`src/rtl/bus_arb2_rtrack.sv`:
```
// Two-master bus arbiter with in-order read-response tracking.
// m0 (debug master) normally wins over m1 (CPU data port); a starvation
// counter forces one m1 grant after MAX_BURST consecutive m0 grants while
// m1 waits. Every accepted read pushes the granted master ID into a tag
// FIFO so the in-order responses from the bus unit return to their owner.
module bus_arb2_rtrack #(
    parameter int RD_DEPTH  = 4,
    parameter int MAX_BURST = 8
) (
    input  logic                        clk_i,
    input  logic                        arst_n_i,
    input  logic                        m0_req_i,
    input  logic                        m0_we_i,
    input  logic [31:0]                 m0_addr_bi,
    input  logic [3:0]                  m0_be_bi,
    input  logic [31:0]                 m0_wdata_bi,
    output logic                        m0_ack_o,
    output logic                        m0_resp_o,
    output logic [31:0]                 m0_rdata_bo,
    input  logic                        m1_req_i,
    input  logic                        m1_we_i,
    input  logic [31:0]                 m1_addr_bi,
    input  logic [3:0]                  m1_be_bi,
    input  logic [31:0]                 m1_wdata_bi,
    output logic                        m1_ack_o,
    output logic                        m1_resp_o,
    output logic [31:0]                 m1_rdata_bo,
    output logic                        s_req_o,
    output logic                        s_we_o,
    output logic [31:0]                 s_addr_bo,
    output logic [3:0]                  s_be_bo,
    output logic [31:0]                 s_wdata_bo,
    input  logic                        s_ack_i,
    input  logic                        s_resp_i,
    input  logic [31:0]                 s_rdata_bi,
    output logic [$clog2(RD_DEPTH):0]   outstanding_bo,
    output logic                        err_o
);

    localparam int PW = $clog2(RD_DEPTH);
    localparam int CW = PW + 1;
    localparam int SW = $clog2(MAX_BURST + 1);
    localparam logic [CW-1:0] FULL_CNT = CW'(RD_DEPTH);
    localparam logic [SW-1:0] SAT_CNT  = SW'(MAX_BURST);

    logic [CW-1:0]       count_q, count_d;
    logic [PW-1:0]       wr_ptr_q, wr_ptr_d;
    logic [PW-1:0]       rd_ptr_q, rd_ptr_d;
    logic [RD_DEPTH-1:0] tags_q, tags_d;
    logic [SW-1:0]       starve_q, starve_d;
    logic                err_q, err_d;

    logic full, m0_cand, m1_cand, gnt0, gnt1;
    logic push, pop, orphan, head_id;

    // Arbitration and request mux; reset forces the bus side idle.
    always_comb begin
        full    = (count_q == FULL_CNT);
        // The full check uses only the registered count, so a same-cycle
        // pop does not unblock a read.
        m0_cand = arst_n_i & m0_req_i & (m0_we_i | ~full);
        m1_cand = arst_n_i & m1_req_i & (m1_we_i | ~full);
        gnt1    = m1_cand & ((starve_q == SAT_CNT) | ~m0_cand);
        gnt0    = m0_cand & ~gnt1;

        s_req_o    = 1'b0;
        s_we_o     = 1'b0;
        s_addr_bo  = '0;
        s_be_bo    = '0;
        s_wdata_bo = '0;
        if (gnt0) begin
            s_req_o    = 1'b1;
            s_we_o     = m0_we_i;
            s_addr_bo  = m0_addr_bi;
            s_be_bo    = m0_be_bi;
            s_wdata_bo = m0_wdata_bi;
        end else if (gnt1) begin
            s_req_o    = 1'b1;
            s_we_o     = m1_we_i;
            s_addr_bo  = m1_addr_bi;
            s_be_bo    = m1_be_bi;
            s_wdata_bo = m1_wdata_bi;
        end
        m0_ack_o = gnt0 & s_ack_i;
        m1_ack_o = gnt1 & s_ack_i;
    end

    // Response routing off the FIFO head; responses with nothing in flight are dropped.
    always_comb begin
        head_id     = tags_q[rd_ptr_q];
        pop         = arst_n_i & s_resp_i & (count_q != '0);
        orphan      = arst_n_i & s_resp_i & (count_q == '0);
        m0_resp_o   = pop & ~head_id;
        m1_resp_o   = pop & head_id;
        m0_rdata_bo = m0_resp_o ? s_rdata_bi : 32'h0;
        m1_rdata_bo = m1_resp_o ? s_rdata_bi : 32'h0;
    end

    // Next-state for the tag FIFO, starvation counter and sticky error.
    always_comb begin
        push     = s_req_o & s_ack_i & ~s_we_o;
        tags_d   = tags_q;
        wr_ptr_d = wr_ptr_q;
        rd_ptr_d = rd_ptr_q;
        count_d  = count_q;
        if (push) begin
            tags_d[wr_ptr_q] = gnt1;
            wr_ptr_d         = wr_ptr_q + PW'(1);
        end
        if (pop) begin
            rd_ptr_d = rd_ptr_q + PW'(1);
        end
        case ({push, pop})
            2'b10:   count_d = count_q + CW'(1);
            2'b01:   count_d = count_q - CW'(1);
            default: count_d = count_q;
        endcase

        starve_d = starve_q;
        if (!m1_req_i || (gnt1 && s_ack_i)) begin
            starve_d = '0;
        end else if (gnt0 && s_ack_i && (starve_q != SAT_CNT)) begin
            starve_d = starve_q + SW'(1);
        end

        err_d = err_q | orphan;
    end

    // Control state; reset discards all tags in flight.
    always_ff @(posedge clk_i or negedge arst_n_i) begin
        if (!arst_n_i) begin
            count_q  <= '0;
            wr_ptr_q <= '0;
            rd_ptr_q <= '0;
            starve_q <= '0;
            err_q    <= 1'b0;
        end else begin
            count_q  <= count_d;
            wr_ptr_q <= wr_ptr_d;
            rd_ptr_q <= rd_ptr_d;
            starve_q <= starve_d;
            err_q    <= err_d;
        end
    end

    // Tag storage; entries are only meaningful between push and pop.
    always_ff @(posedge clk_i) begin
        tags_q <= tags_d;
    end

    assign outstanding_bo = count_q;
    assign err_o          = err_q;

endmodule

```
`config.mk`:
```
export PLATFORM = sky130hd
export DESIGN_NAME = bus_arb2_rtrack
export DESIGN_NICKNAME = d
export VERILOG_FILES = /design/src/rtl/bus_arb2_rtrack.sv
export SDC_FILE = /design/constraint.sdc
export NUM_CORES = 1
export LEC_CHECK = 0
export BUFFER_PORTS_ARGS = -buffer_cell sky130_fd_sc_hd__buf_2
export CAP_MARGIN = 20
export CORE_AREA = 2 2 123 125
export DETAILED_ROUTE_END_ITERATION = 12
export DIE_AREA = 0 0 125 127
export PLACE_DENSITY = 0.54
export RECOVER_POWER = 50
export SKIP_CTS_REPAIR_TIMING = 1
export SLEW_MARGIN = 20
export SYNTH_ARGS = -nofsm -noshare
export SYNTH_HDL_FRONTEND = slang
export SYNTH_SLANG_ARGS = --single-unit
```
`constraint.sdc`:
```
create_clock -name clk_i -period 5.9 [get_ports clk_i]
set_input_delay 0 -clock clk_i [delete_from_list [all_inputs] [get_ports clk_i]]
set_output_delay 0 -clock clk_i [all_outputs]
set_load 0.02 [all_outputs]
```
==> flow_results.xml, run 1 <==
<?xml version="1.0" encoding="UTF-8"?>
<metrics>
  <group name="status">
    <metric name="run_status" unit="">finished clean</metric>
  </group>
  <group name="drt">
    <metric name="dr_total_vias" unit="">3146</metric>
    <metric name="drcViolationCount" unit="">0</metric>
    <metric name="totalWireLength" unit="mm">9.93</metric>
    <metric name="drtIter0Drc" unit="">147</metric>
    <metric name="vias_per_cell" unit="">4.25</metric>
    <metric name="ant_nets_after_route" unit="">0</metric>
    <metric name="drt_pre_antenna_iters" unit="">4</metric>
    <metric name="wire_length_per_cell_after_detailed_routing" unit="um">13.4</metric>
  </group>
  <group name="synth">
    <metric name="synth.top_cells.by_count" unit="">a22o_1 (69), and2_1 (34), and3_1 (33)</metric>
    <metric name="synthesis.area" unit="um^2">2190</metric>
    <metric name="cell_accounting_for_the_most_synthesized_area" unit="">a22o_1</metric>
    <metric name="synth_fp_nets" unit="">441</metric>
    <metric name="number_of_enable_type_register_cells_in_the_synthesized_netlist" unit="">4</metric>
    <metric name="synth-main-ff-cell" unit="">dfrtp_1</metric>
    <metric name="synth.top_cells.by_area" unit="">a22o_1 (28%), dfrtp_1 (14%), and2_1 (9.7%), and3_1 (9.4%), edfxtp_1 (5.5%)</metric>
    <metric name="syn_avg_cell_area" unit="um^2">8.51</metric>
    <metric name="post_synth_num_cell_types" unit="">41</metric>
    <metric name="synthDominantCellAreaShare" unit="%">27.6</metric>
    <metric name="synth_seq_cells" unit="">16</metric>
    <metric name="synth_async_sr_flop_share" unit="%">75.0</metric>
    <metric name="synth.yosys.seq_area_share" unit="%">19.2</metric>
    <metric name="synth_cells" unit="">257</metric>
    <metric name="most_numerous_cell_in_the_yosys_netlist" unit="">a22o_1</metric>
    <metric name="yosysWarningCount" unit="">0</metric>
  </group>
  <group name="pwr">
    <metric name="p_sw" unit="mW">0.453</metric>
    <metric name="share_seq_of_total_power" unit="%">19.9</metric>
    <metric name="netSwitchingFraction" unit="%">49.5</metric>
    <metric name="finalPower" unit="mW">0.915</metric>
    <metric name="static-leakage-power" unit="nW">2.26</metric>
    <metric name="ir_worst_vdd" unit="mV">0.0968</metric>
    <metric name="power_report.internal_total" unit="mW">0.462</metric>
    <metric name="powerDensity" unit="nW/um^2">235</metric>
    <metric name="p_clk_share" unit="%">14.6</metric>
    <metric name="comb_power_share" unit="%">65.4</metric>
  </group>
  <group name="hold_path">
    <metric name="hp-class" unit="">in -&gt; reg</metric>
  </group>
  <group name="cts">
    <metric name="cts_num_sinks" unit="">16</metric>
    <metric name="tritoncts" unit="">done</metric>
    <metric name="clk_pin_slew_worst_paths" unit="ns">0.05</metric>
    <metric name="numCtsBuffers" unit="">3</metric>
    <metric name="cts-htree-levels" unit="">1</metric>
    <metric name="clock_latency" unit="ns">0.25</metric>
    <metric name="clockRootBuffer" unit="">clkbuf_16</metric>
    <metric name="cts_buffer_depth" unit="">2</metric>
  </group>
  <group name="timing">
    <metric name="rsz0062_at_grt" unit="">no</metric>
    <metric name="final.setup.worst_slack" unit="ns">2.14</metric>
    <metric name="slew_headroom" unit="%">30.5</metric>
    <metric name="whs" unit="ns">0.0234</metric>
    <metric name="hold_violations" unit="">0</metric>
    <metric name="finalSetupViolations" unit="">0</metric>
    <metric name="slew_limit_fails" unit="">0</metric>
    <metric name="period_minus_slack" unit="ns">3.76</metric>
    <metric name="fin_skew" unit="ns">0.00124</metric>
    <metric name="setup-tns-final" unit="ns">0</metric>
    <metric name="clock.fmax" unit="MHz">266</metric>
    <metric name="layout_worst_path_cycle_share" unit="%">63.7</metric>
    <metric name="worst_slew_pin_slew" unit="ns">1.04</metric>
  </group>
  <group name="floorplanning">
    <metric name="die_w" unit="um">125</metric>
    <metric name="floorplan.die_area" unit="um^2">15900</metric>
    <metric name="fp.dieH" unit="um">127</metric>
    <metric name="initial_utilization" unit="%">15.2</metric>
    <metric name="design.core.area" unit="um^2">14400</metric>
    <metric name="fp-row-count" unit="">44</metric>
    <metric name="design.portCount" unit="">318</metric>
  </group>
  <group name="placed_design">
    <metric name="gpl.final_weighted_congestion" unit="">0.773</metric>
    <metric name="port_buffers" unit="">317</metric>
    <metric name="dpl_worst_slack" unit="ns">3.00</metric>
    <metric name="dpl_cell_area" unit="um^2">3880</metric>
    <metric name="place.detailed.instances" unit="">736</metric>
    <metric name="dp_hpwl" unit="mm">8.24</metric>
  </group>
  <group name="layout">
    <metric name="utilization" unit="%">27.0</metric>
    <metric name="finalNetCount" unit="">742</metric>
    <metric name="final_area" unit="um^2">3890</metric>
    <metric name="areaGrowthSynthToFinish" unit="%">78.0</metric>
    <metric name="layout_cells_sized_above_1" unit="%">51.9</metric>
    <metric name="nFillCells" unit="">1602</metric>
    <metric name="instances_no_fill" unit="">741</metric>
    <metric name="insertedDiodeCount" unit="">0</metric>
  </group>
  <group name="global_routing">
    <metric name="grt_first_pass_wirelength" unit="mm">14.4</metric>
    <metric name="overflow_left_after_global_routing" unit="">0</metric>
    <metric name="grt_max_degree" unit="">69</metric>
    <metric name="gr-usage-all-layers" unit="%">11.0</metric>
    <metric name="initial_antenna_violation_count" unit="">0</metric>
    <metric name="vias_in_the_first_global_route" unit="">2812</metric>
  </group>
  <group name="critical_path">
    <metric name="worst-endpoint-arrival" unit="ns">3.93</metric>
    <metric name="timing.critical_path.max_delay_family" unit="">buffers and inverters</metric>
    <metric name="cpMaxStageDelayCell" unit="">clkbuf_1</metric>
    <metric name="critPathMostFrequentCell" unit="">xor2_1</metric>
    <metric name="crit_path_max_incr_delay" unit="ns">0.74</metric>
    <metric name="cp_max_fo" unit="">18</metric>
    <metric name="cp_data_required_time" unit="ns">6.07</metric>
    <metric name="kind_of_launch_point_of_the_worst_setup_path" unit="">input port</metric>
    <metric name="crit_buf_inv" unit="">3</metric>
    <metric name="cp-end-kind" unit="">register</metric>
    <metric name="critical_path.cell_chain" unit="">dlygate4sd3_1, clkbuf_1, nand2_1, nor3_1, a2bb2oi_1, nand2b_1, ha_1, inv_1, fa_1, xor2_1, nor2_1, xor2_1</metric>
    <metric name="critical_setup_path_class" unit="">in -&gt; reg</metric>
  </group>
  <group name="job">
    <metric name="drv.max_cap_violation_count" unit="">0</metric>
  </group>
</metrics>
==> state kept, by name (all words and copies together) (netlist names) <==
register and count:
err_o 1, tags_q 4, outstanding_bo 3, starve_q 4
rd_ptr_q 2, wr_ptr_q 2
==> power by group through the flow <==
stage	Clock [mW]	Combinational (mW)	Sequential, mW
finish	0.134	0.599	0.183
global route	0.140	0.654	0.188
CTS	0.138	0.618	0.183
detailed placement	0	0.617	0.185
global placement	0	0.622	0.184
floorplan	0	0.395	0.192
==> area by class of cell <==
type	count	area, um^2	share of cell area (%)
multi-input combinational	206	1560	40.2
inverter	10	37.5	0.964
clock inverter	1	3.75	0.0964
sequential	16	420	10.8
tap	184	230	5.91
clock buffer	3	75.1	1.93
timing repair buffer	321	1560	40.1
==> cell usage in the layout, fill, tap and decap left out, types with 3 or more instances in the layout <==
cell,synthesis,layout
a22o_1,69,69
and2_0,0,16
and2_1,34,18
and3_1,33,33
buf_2,7,275
clkbuf_1,10,43
clkbuf_16,0,3
dfrtp_1,12,12
edfxtp_1,4,4
ha_1,7,7
inv_1,10,10
nand2_1,11,11
nor2_1,8,9
nor3_1,4,5
xnor2_1,5,5
==> path summary, 6_finish.rpt <==
check	from	end	slack (ns)	cells past startpoint
setup / recovery	arst_n_i	outstanding_bo[2]	2.14	12
hold / removal	s_resp_i	err_o	0.02	2
hold reg to reg	rd_ptr_q[1]	rd_ptr_q[1]	0.49	1
min in group asynchronous	arst_n_i	starve_q[3]	0.44	2
setup reg to reg	starve_q[0]	outstanding_bo[2]	2.72	12
max in group asynchronous	arst_n_i	wr_ptr_q[1]	4.85	2
==> metal layers <==
metal	GRT usage [%]	wire [um]	share of wire, %
met2	20.4	5030	51
met3	2.72	913	9.2
met5	0	0	0
met4	1.31	72	0.73
met1	13.1	3910	39
==> cell families after synthesis <==
group                    synth area share, %
buffers and inverters                   8.98
AO/OA/AOI/OAI                           32.5
AND/OR/NAND/NOR                         30.5
multiplexers                            1.03
adder cells (fa/ha/maj)                 4.92
XOR/XNOR                                2.80
flip-flops                              19.2
==> worst reg2reg max path: cells and delay by family, from the launching register on <==
| family | cells | cell delay, ns |
|---|---|---|
| compound gates | 1 | 0.49 |
| xor+xnor | 2 | 0.30 |
| fa+ha+maj | 3 | 0.73 |
| buf+inv | 2 | 0.13 |
| flops | 1 | 0.36 |
| simple gates | 4 | 1.10 |
No activity file was read; power rests on OpenSTA's default activity.
==> run 2: changes to the inputs <==
- clock period: 5.9 -> 3.9 ns (I/O delays scaled with it)
==> run 2 against run 1 <==
- hold slack gained 0.0071 ns
- wire length is essentially flat
- setup slack lost 1.3 ns
- flip-flop and latch count is the same
- first-iteration DRC count grew 16%
- sequential share of layout area is essentially flat
- sequential power grew 49%
- critical path depth is the same
- power grew 52%
- non-clock buffer count grew 1
- die area is the same
- largest cell class unchanged
- highest routed layer is now met3
==> flow_results.xml, run 2 (synthesized netlist as in run 1, its figures left out) <==
<?xml version="1.0" encoding="UTF-8"?>
<metrics>
  <group name="placed_design">
    <metric name="port_buffers" unit="">317</metric>
    <metric name="gpl.final_weighted_congestion" unit="">0.774</metric>
    <metric name="dpl_worst_slack" unit="ns">0.964</metric>
    <metric name="place.detailed.instances" unit="">737</metric>
    <metric name="dp_hpwl" unit="mm">8.20</metric>
    <metric name="dpl_cell_area" unit="um^2">3900</metric>
  </group>
  <group name="timing">
    <metric name="slew_limit_fails" unit="">0</metric>
    <metric name="clock.fmax" unit="MHz">332</metric>
    <metric name="layout_worst_path_cycle_share" unit="%">77.2</metric>
    <metric name="fin_skew" unit="ns">0.00328</metric>
    <metric name="final.setup.worst_slack" unit="ns">0.890</metric>
    <metric name="finalSetupViolations" unit="">0</metric>
    <metric name="whs" unit="ns">0.0305</metric>
    <metric name="rsz0062_at_grt" unit="">no</metric>
    <metric name="slew_headroom" unit="%">25.7</metric>
    <metric name="hold_violations" unit="">0</metric>
    <metric name="worst_slew_pin_slew" unit="ns">1.11</metric>
    <metric name="period_minus_slack" unit="ns">3.01</metric>
    <metric name="setup-tns-final" unit="ns">0</metric>
  </group>
  <group name="global_routing">
    <metric name="met2_global_route_usage" unit="%">20.4</metric>
    <metric name="grtUsageMet1" unit="%">13.3</metric>
    <metric name="overflow_left_after_global_routing" unit="">0</metric>
    <metric name="gr-usage-met3" unit="%">2.09</metric>
    <metric name="grt_max_degree" unit="">69</metric>
    <metric name="grt.busiest_layer" unit="">met2</metric>
    <metric name="gr-usage-all-layers" unit="%">10.8</metric>
    <metric name="grt_first_pass_wirelength" unit="mm">14.4</metric>
    <metric name="vias_in_the_first_global_route" unit="">2863</metric>
    <metric name="initial_antenna_violation_count" unit="">0</metric>
  </group>
  <group name="drt">
    <metric name="drt_pre_antenna_iters" unit="">4</metric>
    <metric name="drcViolationCount" unit="">0</metric>
    <metric name="dr_total_vias" unit="">3164</metric>
    <metric name="drtIter0Drc" unit="">170</metric>
    <metric name="totalWireLength" unit="mm">9.93</metric>
    <metric name="ant_nets_after_route" unit="">0</metric>
    <metric name="vias_per_cell" unit="">4.26</metric>
    <metric name="wire_length_per_cell_after_detailed_routing" unit="um">13.4</metric>
  </group>
  <group name="cts">
    <metric name="cts_num_sinks" unit="">16</metric>
    <metric name="cts-htree-levels" unit="">1</metric>
    <metric name="clk_pin_slew_worst_paths" unit="ns">0.05</metric>
    <metric name="tritoncts" unit="">done</metric>
    <metric name="clock_latency" unit="ns">0.25</metric>
    <metric name="clockRootBuffer" unit="">clkbuf_16</metric>
    <metric name="numCtsBuffers" unit="">3</metric>
    <metric name="cts_buffer_depth" unit="">2</metric>
  </group>
  <group name="layout">
    <metric name="utilization" unit="%">27.0</metric>
    <metric name="leading_cell_types_in_the_layout_fill_and_taps_excluded" unit="">buf_2 (257), a22o_1 (69), clkbuf_1 (62), and2_1 (34), and3_1 (33)</metric>
    <metric name="areaGrowthSynthToFinish" unit="%">78.3</metric>
    <metric name="layout_cells_sized_above_1" unit="%">48.7</metric>
    <metric name="instances_no_fill" unit="">742</metric>
    <metric name="most_common_cell_after_layout_fill_and_taps_aside" unit="">buf_2</metric>
    <metric name="insertedDiodeCount" unit="">0</metric>
    <metric name="finalNetCount" unit="">743</metric>
    <metric name="final_area" unit="um^2">3900</metric>
  </group>
  <group name="floorplanning">
    <metric name="die_w" unit="um">125</metric>
    <metric name="fp-row-count" unit="">44</metric>
    <metric name="design.core.area" unit="um^2">14400</metric>
    <metric name="fp.dieH" unit="um">127</metric>
    <metric name="floorplan.die_area" unit="um^2">15900</metric>
    <metric name="design.portCount" unit="">318</metric>
    <metric name="initial_utilization" unit="%">15.2</metric>
  </group>
  <group name="pwr">
    <metric name="power_report.internal_total" unit="mW">0.701</metric>
    <metric name="share_seq_of_total_power" unit="%">19.7</metric>
    <metric name="p_clk_share" unit="%">14.5</metric>
    <metric name="p_sw" unit="mW">0.689</metric>
    <metric name="netSwitchingFraction" unit="%">49.6</metric>
    <metric name="finalPower" unit="mW">1.39</metric>
    <metric name="comb_power_share" unit="%">65.8</metric>
    <metric name="powerDensity" unit="nW/um^2">357</metric>
    <metric name="static-leakage-power" unit="nW">2.20</metric>
    <metric name="ir_worst_vdd" unit="mV">0.168</metric>
  </group>
  <group name="job">
    <metric name="drv.max_cap_violation_count" unit="">0</metric>
  </group>
  <group name="critical_path">
    <metric name="kind_of_launch_point_of_the_worst_setup_path" unit="">input port</metric>
    <metric name="cp_max_fo" unit="">18</metric>
    <metric name="worst-endpoint-arrival" unit="ns">3.18</metric>
    <metric name="cp-end-kind" unit="">register</metric>
    <metric name="critical_setup_path_class" unit="">in -&gt; reg</metric>
    <metric name="cp_data_required_time" unit="ns">4.07</metric>
  </group>
  <group name="hold_path">
    <metric name="hp-class" unit="">in -&gt; reg</metric>
  </group>
  <group name="status">
    <metric name="run_status" unit="">finished clean</metric>
  </group>
</metrics>
-- run 2: cell count changes in the layout (fill, tap and decap cells not counted) --
cell / before / now
clkbuf_1: 43 / 62
buf_2: 275 / 257
and2_0: 16 / 0
and2_1: 18 / 34
buf_12: 0 / 1
buf_4: 2 / 1
nor3_1: 5 / 4
nor3_4: 0 / 1
-- run 2: cell type report --
type                            count  area, um^2
Fill cell                        1614       10500
Multi-Input combinational cell    206        1580
Timing Repair Buffer              322        1560
Sequential cell                    16         420
Tap cell                          184         230
Clock buffer                        3        75.1
Inverter                           10        37.5
Clock inverter                      1        3.75
-- run 2: layer usage --
metal | wire length (um) | share of wire [%] | vias up
li1 | - | - | 1576
met1 | 3950 | 40 | 1395
met2 | 5070 | 51 | 193
met3 | 919 | 9.3 | 0
met4 | 0 | 0 | 0
met5 | 0 | 0 | -
-- run 2: critical path, cell delays in order --
cell and delay [ns]:
dlygate4sd3_1 0.52, buf_2 0.37, nand2_1 0.26, nor3_4 0.40, a2bb2oi_1 0.44, nand2b_1 0.17, ha_1 0.18, inv_1 0.06
fa_1 0.37, xor2_1 0.15, nor2_1 0.12, xor2_1 0.15
-- run 2: final timing paths --
check / from / to / slack, ns / cells after the start
min in group asynchronous: arst_n_i / starve_q[3] / 0.22 / 2
worst min-delay path: s_resp_i / err_o / 0.03 / 2
worst max register to register: starve_q[0] / outstanding_bo[2] / 1.01 / 12
worst min register to register: rd_ptr_q[1] / rd_ptr_q[1] / 0.48 / 1
worst max-delay path: arst_n_i / outstanding_bo[2] / 0.89 / 12
max in group asynchronous: arst_n_i / rd_ptr_q[0] / 3.39 / 2
-- run 2: power groups by stage --
stage	Combinational [mW]	Sequential [mW]	Clock [mW]
global route	0.996	0.281	0.214
detailed placement	0.940	0.277	0
finish	0.915	0.273	0.202
floorplan	0.598	0.290	0
global placement	0.947	0.276	0
CTS	0.946	0.274	0.205
==> run 3: changes to the inputs <==
- ABC_AREA: unset -> 1
- CORE_AREA: 2 2 123 125 -> 2 2 125 127
- DIE_AREA: 0 0 125 127 -> 0 0 127 129
- PLACE_DENSITY: 0.54 -> 0.56
- clock period: 3.9 -> 2.7 ns (I/O delays scaled with it)
==> run 3 against run 2 <==
- wire length is 14% higher
- global-route usage is 1.9 points higher
- register-to-register slack worse by 0.66 ns
- cell count is 25% higher
- combinational power is 52% higher
- largest power group unchanged
==> flow_results.xml, run 3 <==
<?xml version="1.0" encoding="UTF-8"?>
<metrics>
  <group name="pwr">
    <metric name="static-leakage-power" unit="nW">2.62</metric>
    <metric name="powerDensity" unit="nW/um^2">512</metric>
    <metric name="ir_worst_vdd" unit="mV">0.228</metric>
  </group>
  <group name="synth">
    <metric name="synth.top_cells.by_area" unit="">nand2_1 (25%), nand3_1 (16%), dfrtp_1 (13%), nor2_1 (12%), inv_1 (8.7%)</metric>
    <metric name="synth_seq_cells" unit="">16</metric>
    <metric name="synth_async_sr_flop_share" unit="%">75.0</metric>
    <metric name="syn_avg_cell_area" unit="um^2">5.34</metric>
    <metric name="synth-main-ff-cell" unit="">dfrtp_1</metric>
    <metric name="cell_accounting_for_the_most_synthesized_area" unit="">nand2_1</metric>
    <metric name="synth.top_cells.by_count" unit="">nand2_1 (157), nand3_1 (74), nor2_1 (73)</metric>
    <metric name="synthDominantCellAreaShare" unit="%">24.9</metric>
    <metric name="most_numerous_cell_in_the_yosys_netlist" unit="">nand2_1</metric>
    <metric name="post_synth_num_cell_types" unit="">27</metric>
    <metric name="synth.yosys.seq_area_share" unit="%">17.8</metric>
    <metric name="number_of_enable_type_register_cells_in_the_synthesized_netlist" unit="">4</metric>
    <metric name="synth_cells" unit="">443</metric>
    <metric name="synth_fp_nets" unit="">627</metric>
    <metric name="synthesis.area" unit="um^2">2370</metric>
    <metric name="yosysWarningCount" unit="">0</metric>
  </group>
  <group name="critical_path">
    <metric name="timing.critical_path.max_delay_family" unit="">buffers and inverters</metric>
    <metric name="reg2regPathDepth" unit="">13</metric>
    <metric name="cp_data_required_time" unit="ns">2.70</metric>
    <metric name="critPathMostFrequentCell" unit="">nand2_1</metric>
    <metric name="cp-end-kind" unit="">primary output</metric>
    <metric name="crit_path_max_incr_delay" unit="ns">0.46</metric>
    <metric name="rrSetupSlack" unit="ns">0.35</metric>
    <metric name="cpMaxStageDelayCell" unit="">inv_1</metric>
    <metric name="number_of_stages_on_the_worst_setup_path" unit="">10</metric>
    <metric name="crit_buf_inv" unit="">4</metric>
    <metric name="critical_setup_path_class" unit="">reg -&gt; out</metric>
    <metric name="worst-endpoint-arrival" unit="ns">2.39</metric>
    <metric name="critical_path.cell_chain" unit="">inv_1, ha_1, nand3_1, nand3_2, nand2_1, inv_1, buf_12, nand2_1, nand2_1, buf_2</metric>
    <metric name="cp_max_fo" unit="">58</metric>
    <metric name="kind_of_launch_point_of_the_worst_setup_path" unit="">register</metric>
  </group>
  <group name="global_routing">
    <metric name="gr-usage-all-layers" unit="%">12.7</metric>
    <metric name="grt_first_pass_wirelength" unit="mm">16.8</metric>
    <metric name="initial_antenna_violation_count" unit="">1</metric>
    <metric name="vias_in_the_first_global_route" unit="">3199</metric>
    <metric name="grt_max_degree" unit="">71</metric>
    <metric name="overflow_left_after_global_routing" unit="">0</metric>
  </group>
  <group name="layout">
    <metric name="most_common_cell_after_layout_fill_and_taps_aside" unit="">buf_2</metric>
    <metric name="insertedDiodeCount" unit="">0</metric>
    <metric name="layout_cells_sized_above_1" unit="%">36.9</metric>
    <metric name="leading_cell_types_in_the_layout_fill_and_taps_excluded" unit="">buf_2 (259), nand2_1 (158), nand3_1 (74), nor2_1 (73), clkbuf_1 (59)</metric>
    <metric name="nFillCells" unit="">1778</metric>
    <metric name="finalNetCount" unit="">928</metric>
    <metric name="areaGrowthSynthToFinish" unit="%">71.7</metric>
  </group>
  <group name="placed_design">
    <metric name="dpl_worst_slack" unit="ns">0.346</metric>
    <metric name="port_buffers" unit="">317</metric>
    <metric name="gpl.final_weighted_congestion" unit="">0.805</metric>
    <metric name="dp_hpwl" unit="mm">9.62</metric>
  </group>
  <group name="timing">
    <metric name="final.setup.worst_slack" unit="ns">0.307</metric>
    <metric name="slew_headroom" unit="%">39.6</metric>
    <metric name="worst_slew_pin_slew" unit="ns">0.905</metric>
    <metric name="slew_limit_fails" unit="">0</metric>
    <metric name="layout_worst_path_cycle_share" unit="%">88.6</metric>
    <metric name="period_minus_slack" unit="ns">2.39</metric>
    <metric name="clock.fmax" unit="MHz">418</metric>
    <metric name="fin_skew" unit="ns">0.00612</metric>
    <metric name="setup-tns-final" unit="ns">0</metric>
    <metric name="finalSetupViolations" unit="">0</metric>
    <metric name="rsz0062_at_grt" unit="">no</metric>
    <metric name="hold_violations" unit="">0</metric>
  </group>
  <group name="drt">
    <metric name="vias_per_cell" unit="">4.04</metric>
    <metric name="totalWireLength" unit="mm">11.3</metric>
    <metric name="ant_nets_after_route" unit="">0</metric>
    <metric name="dr_total_vias" unit="">3759</metric>
    <metric name="drtIter0Drc" unit="">61</metric>
    <metric name="wire_length_per_cell_after_detailed_routing" unit="um">12.2</metric>
    <metric name="drcViolationCount" unit="">0</metric>
    <metric name="drt_pre_antenna_iters" unit="">4</metric>
  </group>
  <group name="hold_path">
    <metric name="hp-class" unit="">in -&gt; reg</metric>
    <metric name="worst_hold_path.num_cells" unit="">3</metric>
  </group>
  <group name="cts">
    <metric name="tritoncts" unit="">done</metric>
    <metric name="numCtsBuffers" unit="">3</metric>
    <metric name="clk_pin_slew_worst_paths" unit="ns">0.06</metric>
    <metric name="cts_buffer_depth" unit="">2</metric>
    <metric name="cts_num_sinks" unit="">16</metric>
    <metric name="cts-htree-levels" unit="">1</metric>
    <metric name="clockRootBuffer" unit="">clkbuf_16</metric>
    <metric name="clock_latency" unit="ns">0.25</metric>
  </group>
  <group name="floorplanning">
    <metric name="design.core.area" unit="um^2">15000</metric>
    <metric name="design.portCount" unit="">318</metric>
    <metric name="floorplan.die_area" unit="um^2">16400</metric>
    <metric name="initial_utilization" unit="%">15.8</metric>
    <metric name="fp.dieH" unit="um">129</metric>
    <metric name="fp-row-count" unit="">45</metric>
    <metric name="die_w" unit="um">127</metric>
  </group>
  <group name="job">
    <metric name="drv.max_cap_violation_count" unit="">0</metric>
  </group>
  <group name="status">
    <metric name="run_status" unit="">finished clean</metric>
  </group>
</metrics>
## run 3: cell types whose count changed after synthesis, moves of 6 or more
cell / before / now
buf_2: 7 / 13
and2_1: 34 / 0
a22o_1: 69 / 0
and3_1: 33 / 0
nand3_1: 1 / 74
nand2_1: 11 / 157
nor2_1: 8 / 73
inv_1: 10 / 55
## run 3: tightest hold or removal path, delay by kind of cell
kind                   cells  cell delay (ns)
buffers and inverters      1             0.11
AO/OA/AOI/OAI              1             0.07
AND/OR/NAND/NOR            1             0.08
## run 3: logic make-up (layout without fill, tap and decap cells)
group | Yosys count | after routing | share of synthesized area [%]
AO/OA/AOI/OAI | 13 | 13 | 3.33
XOR/XNOR | 5 | 5 | 1.85
adder cells (fa/ha/maj) | 8 | 8 | 4.55
buffers and inverters | 86 | 386 | 16.5
flip-flops | 16 | 16 | 17.8
AND/OR/NAND/NOR | 315 | 315 | 56.0
## run 3: power by group
group | leakage [nW] | internal, mW | total (mW) | switching (mW)
sequential | 0.186 | 0.317 | 0.395 | 0.0773
combinational | 2.39 | 0.444 | 1.39 | 0.944
clock | 0.0385 | 0.197 | 0.299 | 0.102
total | 2.62 | 0.958 | 2.08 | 1.12
## run 3: path summary, 6_finish.rpt
check	start	to
max in group asynchronous	arst_n_i	outstanding_bo[0]
hold / removal	s_resp_i	err_o
min in group asynchronous	arst_n_i	wr_ptr_q[0]
setup reg to reg	starve_q[0]	outstanding_bo[2]
setup / recovery	starve_q[0]	s_addr_bo[30]
hold reg to reg	rd_ptr_q[1]	rd_ptr_q[1]
## run 3: layer usage
layer	vias to the layer above	GRT usage [%]	wire, um
li1	1952	-	-
met1	1593	13.7	4210
met2	206	24.7	5900
met3	6	3.95	1170
met4	2	1.68	45
met5	-	0	13
## run 3: layout make-up
type                       instances  area, um^2  area share [%]
timing repair buffer             323        1570            38.7
inverter                          59         221            5.45
sequential                        16         420            10.3
multi-input combinational        341        1540            37.8
tap                              188         235            5.79
clock inverter                     1        3.75          0.0924
clock buffer                       3        75.1            1.85
## run 3: metrics by stage
| step | hold slack (ns) | instance area (um^2) | util (%) | total power, mW | instances |
|---|---|---|---|---|---|
| 2_1_floorplan | -0.296 | 2370 | - | 1.33 | 443 |
| 3_3_place_gp | -0.140 | 4070 | 27.2 | 1.85 | 926 |
| 3_5_place_dp | -0.135 | 4070 | 27.2 | 1.85 | 926 |
| 4_1_cts | -0.404 | 4150 | 27.7 | 2.15 | 930 |
| 5_1_grt | 0.0704 | 4060 | 27.1 | 2.26 | 931 |
| 6_report | 0.0522 | 4060 | 27.1 | 2.08 | 931 |
